`config.mk`:
```
export PLATFORM = sky130hd
export DESIGN_NAME = riscv_core_mem_arbiter
export DESIGN_NICKNAME = d
export VERILOG_FILES = /design/src/rtl/riscv_core_cache_pkg.sv /design/src/rtl/riscv_core_rr_arbiter2.sv /design/src/rtl/riscv_core_mem_arbiter.sv
export SDC_FILE = /design/constraint.sdc
export NUM_CORES = 1
export LEC_CHECK = 0
export ABC_AREA = 1
export ABC_CLOCK_PERIOD_IN_PS = 4700
export BUFFER_PORTS_ARGS = -buffer_cell sky130_fd_sc_hd__clkbuf_2
export CORE_AREA = 3 3 186 188
export DETAILED_ROUTE_END_ITERATION = 16
export DIE_AREA = 0 0 189 191
export PLACE_DENSITY_LB_ADDON = 0.25
export SYNTH_ARGS = -nofsm -noshare
export SYNTH_HDL_FRONTEND = slang
export SYNTH_SLANG_ARGS = --single-unit
```
`constraint.sdc`:
```
create_clock -name i_clk -period 4.7 [get_ports i_clk]
set_clock_uncertainty 0.05 [all_clocks]
set_input_delay 0.47 -clock i_clk [delete_from_list [all_inputs] [get_ports i_clk]]
set_output_delay 0.47 -clock i_clk [all_outputs]
set_load 0.01 [all_outputs]
```
`src/rtl/riscv_core_cache_pkg.sv`:
```
// Shared core cache types: memory-port grant/state encoding and watchdog sizing.
package riscv_core_cache_pkg;

  typedef enum logic [1:0] {
    IDLE        = 2'b00,
    GRANT_IC_RD = 2'b01,
    GRANT_DC_RD = 2'b10,
    GRANT_DC_WR = 2'b11
  } mem_grant_e;

  localparam int unsigned STRB_W    = 8;
  localparam int unsigned MIN_CNT_W = 16;

  // Wide enough to hold TIMEOUT-1 without wrapping, never narrower than 16 bits.
  function automatic int unsigned counter_width(input int unsigned limit);
    int unsigned w;
    w = int'($clog2(limit)) + 1;
    return (w > MIN_CNT_W) ? w : MIN_CNT_W;
  endfunction

endpackage

```
`src/rtl/riscv_core_rr_arbiter2.sv`:
```
// Two-requester round-robin pick (bit 0 = IC, bit 1 = DC) with a 1-bit fairness pointer.
module riscv_core_rr_arbiter2 (
  input  logic       i_clk,
  input  logic       i_rst,
  input  logic [1:0] i_req,
  input  logic       i_update,
  input  logic       i_served_dc,
  output logic [1:0] o_pick
);

  logic favour_dc_q, favour_dc_d;

  always_comb begin
    o_pick = '0;
    if (i_req[0] && (!i_req[1] || !favour_dc_q)) begin
      o_pick[0] = 1'b1;
    end else if (i_req[1]) begin
      o_pick[1] = 1'b1;
    end
  end

  // After serving one reader, favour the other.
  always_comb begin
    favour_dc_d = favour_dc_q;
    if (i_update) begin
      favour_dc_d = !i_served_dc;
    end
  end

  always_ff @(posedge i_clk or posedge i_rst) begin
    if (i_rst) begin
      favour_dc_q <= 1'b0;
    end else begin
      favour_dc_q <= favour_dc_d;
    end
  end

endmodule

```
`src/rtl/riscv_core_mem_arbiter.sv`:
```
// Arbitrates I-cache fills, D-cache fills and D-cache write-through onto one memory port,
// with captured request fields and a per-grant watchdog.
module riscv_core_mem_arbiter
  import riscv_core_cache_pkg::*;
#(
  parameter int unsigned ADDR_WIDTH      = 64,
  parameter int unsigned CORE_DATA_WIDTH = 64,
  parameter int unsigned TIMEOUT_CYCLES  = 1024
) (
  input  logic                       i_clk,
  input  logic                       i_rst,
  input  logic                       i_ic_read_req,
  input  logic [ADDR_WIDTH-1:0]      i_ic_read_addr,
  output logic                       o_ic_read_done,
  input  logic                       i_dc_read_req,
  input  logic [ADDR_WIDTH-1:0]      i_dc_read_addr,
  output logic                       o_dc_read_done,
  input  logic                       i_dc_write_valid,
  input  logic [ADDR_WIDTH-1:0]      i_dc_write_addr,
  input  logic [CORE_DATA_WIDTH-1:0] i_dc_write_data,
  input  logic [STRB_W-1:0]          i_dc_write_strobe,
  output logic                       o_dc_write_done,
  output logic                       o_mem_read_req,
  output logic [ADDR_WIDTH-1:0]      o_mem_read_address,
  input  logic                       i_mem_read_done,
  output logic                       o_mem_write_valid,
  output logic [ADDR_WIDTH-1:0]      o_mem_write_address,
  output logic [CORE_DATA_WIDTH-1:0] o_mem_write_data,
  output logic [STRB_W-1:0]          o_mem_write_strobe,
  input  logic                       i_mem_write_done,
  output logic [1:0]                 o_grant,
  output logic                       o_timeout_err
);

  localparam int unsigned CNT_W = counter_width(TIMEOUT_CYCLES);

  mem_grant_e                 state_q, state_d;
  logic [ADDR_WIDTH-1:0]      addr_q, addr_d;
  logic [CORE_DATA_WIDTH-1:0] data_q, data_d;
  logic [STRB_W-1:0]          strb_q, strb_d;
  logic [CNT_W-1:0]           cnt_q, cnt_d;
  logic                       err_q, err_d;
  logic                       dropped_q, dropped_d;

  logic [1:0] rd_pick;
  logic       rr_update;
  logic       owner_req;
  logic       mem_done;
  logic       timeout;
  logic       deliver;

  riscv_core_rr_arbiter2 u_rr (
    .i_clk       (i_clk),
    .i_rst       (i_rst),
    .i_req       ({i_dc_read_req, i_ic_read_req}),
    .i_update    (rr_update),
    .i_served_dc (state_q == GRANT_DC_RD),
    .o_pick      (rd_pick)
  );

  always_comb begin
    owner_req = 1'b0;
    mem_done  = 1'b0;
    unique case (state_q)
      GRANT_IC_RD: begin owner_req = i_ic_read_req;    mem_done = i_mem_read_done;  end
      GRANT_DC_RD: begin owner_req = i_dc_read_req;    mem_done = i_mem_read_done;  end
      GRANT_DC_WR: begin owner_req = i_dc_write_valid; mem_done = i_mem_write_done; end
      default:     ;
    endcase
  end

  assign timeout = (state_q != IDLE) && (cnt_q == CNT_W'(TIMEOUT_CYCLES - 1));
  // A requester that let go at any point during its grant gets no completion pulse.
  assign deliver = mem_done && !timeout && owner_req && !dropped_q;

  assign o_grant             = state_q;
  assign o_timeout_err       = err_q;
  assign o_mem_read_req      = ((state_q == GRANT_IC_RD) || (state_q == GRANT_DC_RD)) && !i_mem_read_done;
  assign o_mem_write_valid   = (state_q == GRANT_DC_WR) && !i_mem_write_done;
  assign o_mem_read_address  = addr_q;
  assign o_mem_write_address = addr_q;
  assign o_mem_write_data    = data_q;
  assign o_mem_write_strobe  = strb_q;
  assign o_ic_read_done      = (state_q == GRANT_IC_RD) && deliver;
  assign o_dc_read_done      = (state_q == GRANT_DC_RD) && deliver;
  assign o_dc_write_done     = (state_q == GRANT_DC_WR) && deliver;

  always_comb begin
    state_d   = state_q;
    addr_d    = addr_q;
    data_d    = data_q;
    strb_d    = strb_q;
    cnt_d     = cnt_q;
    err_d     = err_q;
    dropped_d = dropped_q;
    rr_update = 1'b0;
    if (state_q == IDLE) begin
      cnt_d     = '0;
      dropped_d = 1'b0;
      if (i_dc_write_valid) begin
        state_d = GRANT_DC_WR;
        addr_d  = i_dc_write_addr;
        data_d  = i_dc_write_data;
        strb_d  = i_dc_write_strobe;
      end else if (rd_pick[0]) begin
        state_d = GRANT_IC_RD;
        addr_d  = i_ic_read_addr;
      end else if (rd_pick[1]) begin
        state_d = GRANT_DC_RD;
        addr_d  = i_dc_read_addr;
      end
    end else begin
      cnt_d = cnt_q + CNT_W'(1);
      if (!owner_req) begin
        dropped_d = 1'b1;
      end
      if (timeout) begin
        err_d   = 1'b1;
        state_d = IDLE;
      end else if (mem_done) begin
        state_d = IDLE;
      end
      rr_update = (state_d == IDLE) && (state_q != GRANT_DC_WR);
    end
  end

  always_ff @(posedge i_clk or posedge i_rst) begin
    if (i_rst) begin
      state_q   <= IDLE;
      addr_q    <= '0;
      data_q    <= '0;
      strb_q    <= '0;
      cnt_q     <= '0;
      err_q     <= 1'b0;
      dropped_q <= 1'b0;
    end else begin
      state_q   <= state_d;
      addr_q    <= addr_d;
      data_q    <= data_d;
      strb_q    <= strb_d;
      cnt_q     <= cnt_d;
      err_q     <= err_d;
      dropped_q <= dropped_d;
    end
  end

endmodule

```
# == Word-level counts from Yosys, hierarchy flattened ==
# Index checks and enable logic that the tools add are counted.
# word_totals
memories,0
latch_bits,0
ramBits,0
mem_bits_ro,0
reg_bits,157
wordCells,64
# classes
bitwise,1
shifts,0
n_mul,0
muxes,19
n_reduce_logical,28
add_sub_neg,1
n_eq_ne,7
n_div,0
order_cmp,0
# ops
op,n
$mux W64,3
$add A16 B1 Y16 const B,1
$eq A16 B10 Y1 const B,1
$mux W16,1
$mux W2,7
$logic_and A1 B1 Y1,11
$logic_not A1 Y1,7
$mux W1,6
$reduce_and A2 Y1,3
$eq A2 B2 Y1 const B,2
$logic_not A2 Y1,2
$ne A4 B4 Y1 const B,1
$pmux W1 S3,1
$reduce_bool A3 Y1,1
$eq A2 B1 Y1 const B,1
$logic_or A1 B1 Y1,2
$ne A2 B1 Y1 const B,1
$ne A2 B2 Y1 const B,1
$pmux W1 S2,1
$reduce_bool A2 Y1,1
$reduce_or A2 Y1,1
$not A1 Y1,1

# == Longest topological paths before layout ==
# Gate-level depths: netlist of the first run.
# depth
depth_word,9
ltp_mapped,11
mapped_depth_nobuf,10

# == Cells and area by module ==
# From an unflattened synthesis of the first run, not the netlist that was laid out.
# hier_totals
hier_cells,956
hier_area_um2,8150.3
# modules_own_cells
module,cells_each,n_inst,area_per_inst_um2
riscv_core_mem_arbiter,946,1,8086.5
riscv_core_rr_arbiter2,10,1,63.8

# == Worst setup path before layout of the first run ==
# Ideal clock, no wire load.
# synth_path
kind,reg2out
from,"reg state_q[0], in the netlist o_grant[0]"
to,out o_dc_read_done
path_buffers,1
setup_slack_ns,2.765
t_arrival_ns,1.415
required_time_ns,4.180
path_stages_with_launch,10
path_cell_list,dfrtp_1 > inv_1 > ha_1 > buf_2 > nor2_1 > nand2_1 > nor2_1 > nand2_1 > nand3_1 > nor2_1
# synth_via
elab_chain_cells,7
elab_cells_between_ends,13
classes_between,3 x eq/ne; 2 x mux; 8 x reduce/logical
# synth_lines
item,line,source
start: declaration,riscv_core_mem_arbiter.sv:37,"mem_grant_e state_q, state_d;"
start signal: assignment,riscv_core_mem_arbiter.sv:137,state_q <= state_d;
$eq A2 B1 Y1 (tied with other cells),riscv_core_mem_arbiter.sv:64,unique case (state_q)
$reduce_or A2 Y1 (no source line) / $logic_and A1 B1 Y1 (equally long branches),--,
$pmux W1 S2 / $logic_not A1 Y1 (equally long branches),"riscv_core_mem_arbiter.sv:64, riscv_core_mem_arbiter.sv:74",
$logic_and A1 B1 Y1 (3 in series),riscv_core_mem_arbiter.sv:74,assign deliver = mem_done && !timeout && owner_req && !dropped_q;
$logic_and A1 B1 Y1 *,riscv_core_mem_arbiter.sv:85,assign o_dc_read_done = (state_q == GRANT_DC_RD) && deliver;
end: declaration,riscv_core_mem_arbiter.sv:17,"output logic o_dc_read_done,"
# Mark *: on every way between the ends. The rest lies on a longest branch, timed or not.

# == Worst setup path after layout of the first run ==
# layout_path
from,"reg state_q[0], in the netlist o_grant[0]"
to,out o_dc_write_done
# layout_via
elab_chain_cells,7
elab_cells_between_ends,13
classes_between,3 x eq/ne; 2 x mux; 8 x reduce/logical
# layout_lines
item,line,source
$eq A2 B1 Y1 (tied with other cells),riscv_core_mem_arbiter.sv:64,
$reduce_or A2 Y1 (no source line) / $logic_and A1 B1 Y1 (equally long branches),--,
$pmux W1 S2 / $logic_not A1 Y1 (equally long branches),"riscv_core_mem_arbiter.sv:64, riscv_core_mem_arbiter.sv:74",
$logic_and A1 B1 Y1 (3 in series),riscv_core_mem_arbiter.sv:74,
$logic_and A1 B1 Y1 *,riscv_core_mem_arbiter.sv:86,assign o_dc_write_done = (state_q == GRANT_DC_WR) && deliver;
end: declaration,riscv_core_mem_arbiter.sv:22,"output logic o_dc_write_done,"
# Marked as above.

==> impl_metrics.json, run 1 <==
{
  "cts_resized": 0,
  "h-tree-depth": 4,
  "die-area_mm2": 0.0361,
  "synth_nets": 1216,
  "clkSinkCount": 157,
  "critical_path.max_fanout": 17,
  "fill_cells": 3591,
  "crit_type": "reg2out",
  "netlist_top_cells_count": "nand2_1, dfrtp_1, nand3_1, mux2_2, buf_4",
  "vias": 7646,
  "drc_errors": 0,
  "wl_per_cell_um": 16.3,
  "maxCapViolations": 0,
  "nets": 1607,
  "synth_ff_type": "dfrtp_1",
  "power_mw": 6.83,
  "initialDrtViolationCount": 274,
  "status": "completed",
  "critical_path_arrival_ns": 2.40,
  "total_leakage_power_nw": 6.03,
  "crit_path_end_kind": "output port",
  "fin_cells": 1791,
  "overflow": 0,
  "setup_viol_count_final": 0,
  "rsz0062_at_grt": "no",
  "final_area_mm2": 0.0110,
  "vias_per_cell": 4.27,
  "wl_mm": 29.2,
  "async_flop_share_pct": 100,
  "initial_core_util_pct": 24.6,
  "cts_setup_buffers": 0,
  "hold_buffers": 0,
  "relSlewSlack_pct": 15.8,
  "rr_worst_depth": 7,
  "clock.fmax_mhz": 343,
  "min_path_type": "in2async",
  "coreArea_mm2": 0.0333,
  "utilization_pct": 33.0,
  "worst_hold_slack_ns": 0.103,
  "synth_top_area_share_pct": 48.0,
  "netlist_top_cells_area": "dfrtp_1, nand2_1, mux2_2, nand3_1, buf_4",
  "critPathLaunchType": "flop",
  "finalSetupTns_ns": 0,
  "grt_start_max_net_pins": 89,
  "yosysMostFrequentCell": "nand2_1",
  "clk_pin_slew_ns": 0.08,
  "area_delta_synth_final_pct": 34.4,
  "fin_ws_ns": 1.78,
  "root_buffer": "clkbuf_16",
  "die_w_um": 189,
  "cts_tree": "yes",
  "ir_drop_v": 0.000273,
  "seq_area_frac_synth_pct": 48.0,
  "slew_viol_final": 0,
  "dpl_worst_slack_ns": 1.97,
  "yosys_warnings": 0,
  "grt_pass1_wl_mm": 44.5,
  "clockBufferDepth": 2,
  "rows": 67,
  "dp.final_hpwl_mm": 22.0,
  "first_pass_iters": 5,
  "fin_crit_ns": 2.92,
  "synth_cell_type_count": 31,
  "die_y_um": 191,
  "dp_cells": 1759,
  "antenna_found_initial": 0,
  "ioPinCount": 479,
  "grtUsageTotal_pct": 15.6,
  "syn_inst": 939,
  "place_area_mm2": 0.0104,
  "antenna-diode-count": 0,
  "grt_pass1_vias": 7845,
  "hold_viol": 0,
  "avgSynthCellArea_um2": 8.71,
  "synth_area_mm2": 0.00818,
  "tightest_slew_ns": 1.26,
  "drive_gt1_share_pct": 45.8,
  "cts-buffers-inserted": 17,
  "p_per_area_mw_per_mm2": 621,
  "ant_nets": 0,
  "synth_edf_count": 0,
  "r2r_setup_slack_ns": 2.08,
  "synth_seq_cells": 157,
  "port_buffers": 478,
  "synth_top_cell_by_area": "dfrtp_1",
  "fin_crit_sh_pct": 62.1,
  "critPathRequiredTime_ns": 4.18,
  "clk_latency_ns": 0.42,
  "gp_congestion": 0.762
}
area by class of cell:
| type | count | area [um2] | area share, % |
|---|---|---|---|
| clock buffer | 17 | 425 | 3.87 |
| clock inverter | 15 | 201 | 1.83 |
| inverter | 29 | 113 | 1.02 |
| multi-input combinational | 639 | 3290 | 30.0 |
| sequential | 157 | 3930 | 35.8 |
| tap | 448 | 561 | 5.10 |
| timing repair buffer | 486 | 2460 | 22.4 |
metal layers:
metal,up-vias,GRT usage [%],part of all wire (%)
li1,3735,-,-
met1,3569,18.5,40
met2,327,27.6,50
met3,15,5.10,8.7
met4,0,3.78,1.3
met5,-,0,0
cells by family after synthesis:
kind of cell	share of synthesized area [%]
XOR/XNOR	0.107
buffers and inverters	11.8
adder cells (fa/ha/maj)	0.918
flip-flops	48.0
AND/OR/NAND/NOR	27.8
AO/OA/AOI/OAI	1.41
multiplexers	9.91
cells in the final DEF, fill, tap and decap left out, types with 2 or more instances in the layout:
cell type	synthesis	final
nand4_1	3	3
nand2_1	345	345
clkinvlp_4	0	3
bufinv_16	0	2
inv_2	3	4
o21ai_0	4	4
clkbuf_16	0	17
nand3_1	137	137
ha_1	6	6
dfrtp_1	157	157
inv_1	26	24
inv_8	0	6
clkinv_8	0	2
o211ai_1	2	2
clkinv_4	0	2
a21oi_1	8	8
nor2_2	4	4
buf_4	65	7
nand2_2	14	14
nor2_1	29	29
clkbuf_2	0	478
nor3_1	6	6
mux2_2	72	72
worst paths after layout:
kind	to	start
setup / recovery	o_dc_write_done	o_grant[0]
hold / removal	o_mem_write_data[10]	i_rst
setup reg to reg	o_mem_read_address[12]	o_grant[0]
hold reg to reg	o_timeout_err	o_timeout_err
max in group asynchronous	o_mem_read_address[61]	i_rst
min in group i_clk	o_mem_write_strobe[6]	i_dc_write_strobe[6]
worst max-delay path: stages, from the launching register on:
cell and delay (ns):
dfrtp_1 0.41, inv_1 0.16, ha_1 0.63, nor2_1 0.10
nand2_1 0.08, nor2_1 0.04, nand2_1 0.16, nand3_1 0.14
nor2_1 0.12, clkbuf_2 0.14
power breakdown:
group / switching [mW] / internal, mW
sequential: 0.463 / 1.96
combinational: 1.69 / 1.23
clock: 0.664 / 0.818
state kept, by name (all words and copies together) (netlist names):
name                flops
dropped_q               1
u_rr.favour_dc_q        1
cnt_q                  16
o_mem_read_address     64
o_mem_write_strobe      8
o_timeout_err           1
o_grant                 2
o_mem_write_data       64
No activity file was read; power rests on OpenSTA's default activity.
==> run 2, diff against run 1 <==
--- a/config.mk
+++ b/config.mk
@@ -6,7 +6,7 @@
 export NUM_CORES = 1
 export LEC_CHECK = 0
 export ABC_AREA = 1
-export ABC_CLOCK_PERIOD_IN_PS = 4700
+export ABC_CLOCK_PERIOD_IN_PS = 2540
 export BUFFER_PORTS_ARGS = -buffer_cell sky130_fd_sc_hd__clkbuf_2
 export CORE_AREA = 3 3 186 188
 export DETAILED_ROUTE_END_ITERATION = 16
==> constraint.sdc (replaced) <==
create_clock -name i_clk -period 2.54 [get_ports i_clk]
set_clock_uncertainty 0.05 [all_clocks]
set_input_delay 0.254 -clock i_clk [delete_from_list [all_inputs] [get_ports i_clk]]
set_output_delay 0.254 -clock i_clk [all_outputs]
set_load 0.01 [all_outputs]
==> run 2 against run 1 <==
Compared with the run above:
- clock power is 83% higher
- register-to-register slack worse by 1.5 ns
- global-route usage is 0.24 points higher
- via count is 3.6% higher
- worst hold slack worse by 0.079 ns
- cell count is 3.8% higher
- clock-buffer cell count is 1 higher
- critical path depth stayed put
- non-clock buffer count is 68 higher
- core utilization is 2.2 points higher
- critical path type unchanged
- largest power group unchanged
==> impl_metrics.json, run 2 (synthesized netlist as in run 1, its figures left out) <==
{
  "power.internal_mw": 7.63,
  "tightest_slew_ns": 0.778,
  "drive_gt1_share_pct": 44.2,
  "ir_drop_v": 0.000568,
  "slowest_stage": "dfrtp_1",
  "sw_frac_of_total_pct": 40.8,
  "antenna_found_initial": 0,
  "ioPinCount": 479,
  "fin_crit_ns": 2.31,
  "slowest_delay_ns": 0.41,
  "clk_pin_slew_ns": 0.07,
  "initialDrtViolationCount": 326,
  "critPathTopFamily": "simple AND/OR/NAND/NOR gates",
  "layout_common_cells": "clkbuf_2, nand2_1, dfrtp_1",
  "power.switching_mw": 5.26,
  "h-tree-depth": 4,
  "gp_congestion": 0.745,
  "die-area_mm2": 0.0361,
  "critPathRequiredTime_ns": 2.24,
  "wl_mm": 29.6,
  "nets": 1675,
  "seq_power_share_pct": 35.0,
  "first_pass_iters": 5,
  "initial_core_util_pct": 24.6,
  "area_delta_synth_final_pct": 43.5,
  "min_path_type": "in2reg",
  "path_common_cell": "nor2_1",
  "cp_num_buf_inv": 2,
  "clk_latency_ns": 0.42,
  "total_leakage_power_nw": 6.35,
  "wl_per_cell_um": 15.9,
  "clkSinkCount": 157,
  "hold_viol": 0,
  "ant_nets": 0,
  "root_buffer": "clkbuf_16",
  "rsz0062_at_grt": "no",
  "vias_per_cell": 4.26,
  "grtUsageTotal_pct": 15.9,
  "seqCellArea_mm2": 0.00393,
  "slew_viol_final": 0,
  "finalSetupTns_ns": 0,
  "antenna-diode-count": 0,
  "grt_pass1_vias": 8038,
  "critical_path_arrival_ns": 2.00,
  "fill_cells": 3478,
  "setup_viol_count_final": 0,
  "p_comb_share_pct": 44.0,
  "cts_tree": "yes",
  "critical_path.max_fanout": 8,
  "crit_type": "reg2out",
  "final_common_cell": "clkbuf_2",
  "die_w_um": 189,
  "coreArea_mm2": 0.0333,
  "relSlewSlack_pct": 48.1,
  "grt_start_max_net_pins": 94,
  "grt_pass1_wl_mm": 45.1,
  "clock.fmax_mhz": 433,
  "p_per_area_mw_per_mm2": 1100,
  "multiInputGateArea_mm2": 0.00331,
  "maxCapViolations": 0,
  "critPathLaunchType": "flop",
  "port_buffers": 478,
  "crit_path_end_kind": "output port",
  "worst_hold_slack_ns": 0.0245,
  "rows": 67,
  "dp.final_hpwl_mm": 22.4,
  "drc_errors": 0,
  "die_y_um": 191,
  "vias": 7923,
  "clockBufferDepth": 2,
  "status": "completed",
  "cts-buffers-inserted": 17,
  "clkPwrFrac_pct": 21.0,
  "overflow": 0,
  "crit_path_cell_trace": "inv_1 -> ha_4 -> nor2_1 -> nand2_1 -> nor2_1 -> nand2_1 -> nand3_1 -> nor2_1 -> clkbuf_2",
  "fin_crit_sh_pct": 90.8
}
run 2: changes by cell type in the layout (fill, tap and decap cells not counted):
cell,before,now
dlygate4sd3_1,0,60
buf_12,1,8
inv_6,1,4
inv_8,6,3
buf_4,7,8
clkbuf_8,0,1
clkinv_2,0,1
clkinv_4,2,1
clkinv_8,2,1
ha_1,6,5
ha_4,0,1
run 2: final timing paths:
check,from,endpoint,slack [ns],cells after the start
hold / removal,i_dc_write_data[11],o_mem_write_data[11],0.02,2
setup reg to reg,u_rr.favour_dc_q,o_mem_read_address[11],0.57,7
setup / recovery,o_grant[0],o_dc_write_done,0.23,9
max in group asynchronous,i_rst,o_mem_read_address[37],1.51,4
hold reg to reg,cnt_q[0],cnt_q[0],0.41,1
min in group asynchronous,i_rst,o_mem_read_address[1],0.44,4
run 2: layout make-up:
type / count / share of cell area, %
tap: 448 / 4.78
inverter: 29 / 0.960
clock buffer: 18 / 3.74
timing repair buffer: 554 / 27.4
sequential: 157 / 33.5
multi-input combinational: 639 / 28.2
clock inverter: 14 / 1.48
run 2: power by group through the flow:
| stage | Sequential [mW] | Combinational [mW] | Clock, mW |
|---|---|---|---|
| finish | 4.51 | 5.67 | 2.71 |
| global route | 4.68 | 6.30 | 2.89 |
| CTS | 4.54 | 5.79 | 2.81 |
| detailed placement | 4.56 | 5.71 | 0 |
| global placement | 4.52 | 5.68 | 0 |
| floorplan | 4.82 | 3.40 | 0 |
run 2: layer usage:
metal / wire length (um) / GRT usage (%) / vias to the layer above
li1: - / - / 3872
met1: 11500 / 18.3 / 3659
met2: 14600 / 27.8 / 362
met3: 2710 / 5.10 / 30
met4: 788 / 5.53 / 0
met5: 0 / 0 / -
run 2: timing repair:
action                     in CTS  in global routing
setup endpoints to repair       0                  3
buffers inserted                0                  0
gates resized for setup         0                  2
hold buffers                   60                  0
hold endpoints to repair      216                  0
run 2: stage by stage:
step,utilization [%],instance area (um2),power [mW],cells,setup WS (ns)
after floorplan,-,8180,8.22,939,0.249
after global placement,31.6,10500,10.2,1767,0.417
after detailed placement,31.6,10500,10.3,1767,0.360
after CTS,35.2,11700,13.1,1859,0.00238
after global routing,35.3,11700,13.9,1859,0.0383
final,35.3,11700,12.9,1859,0.233
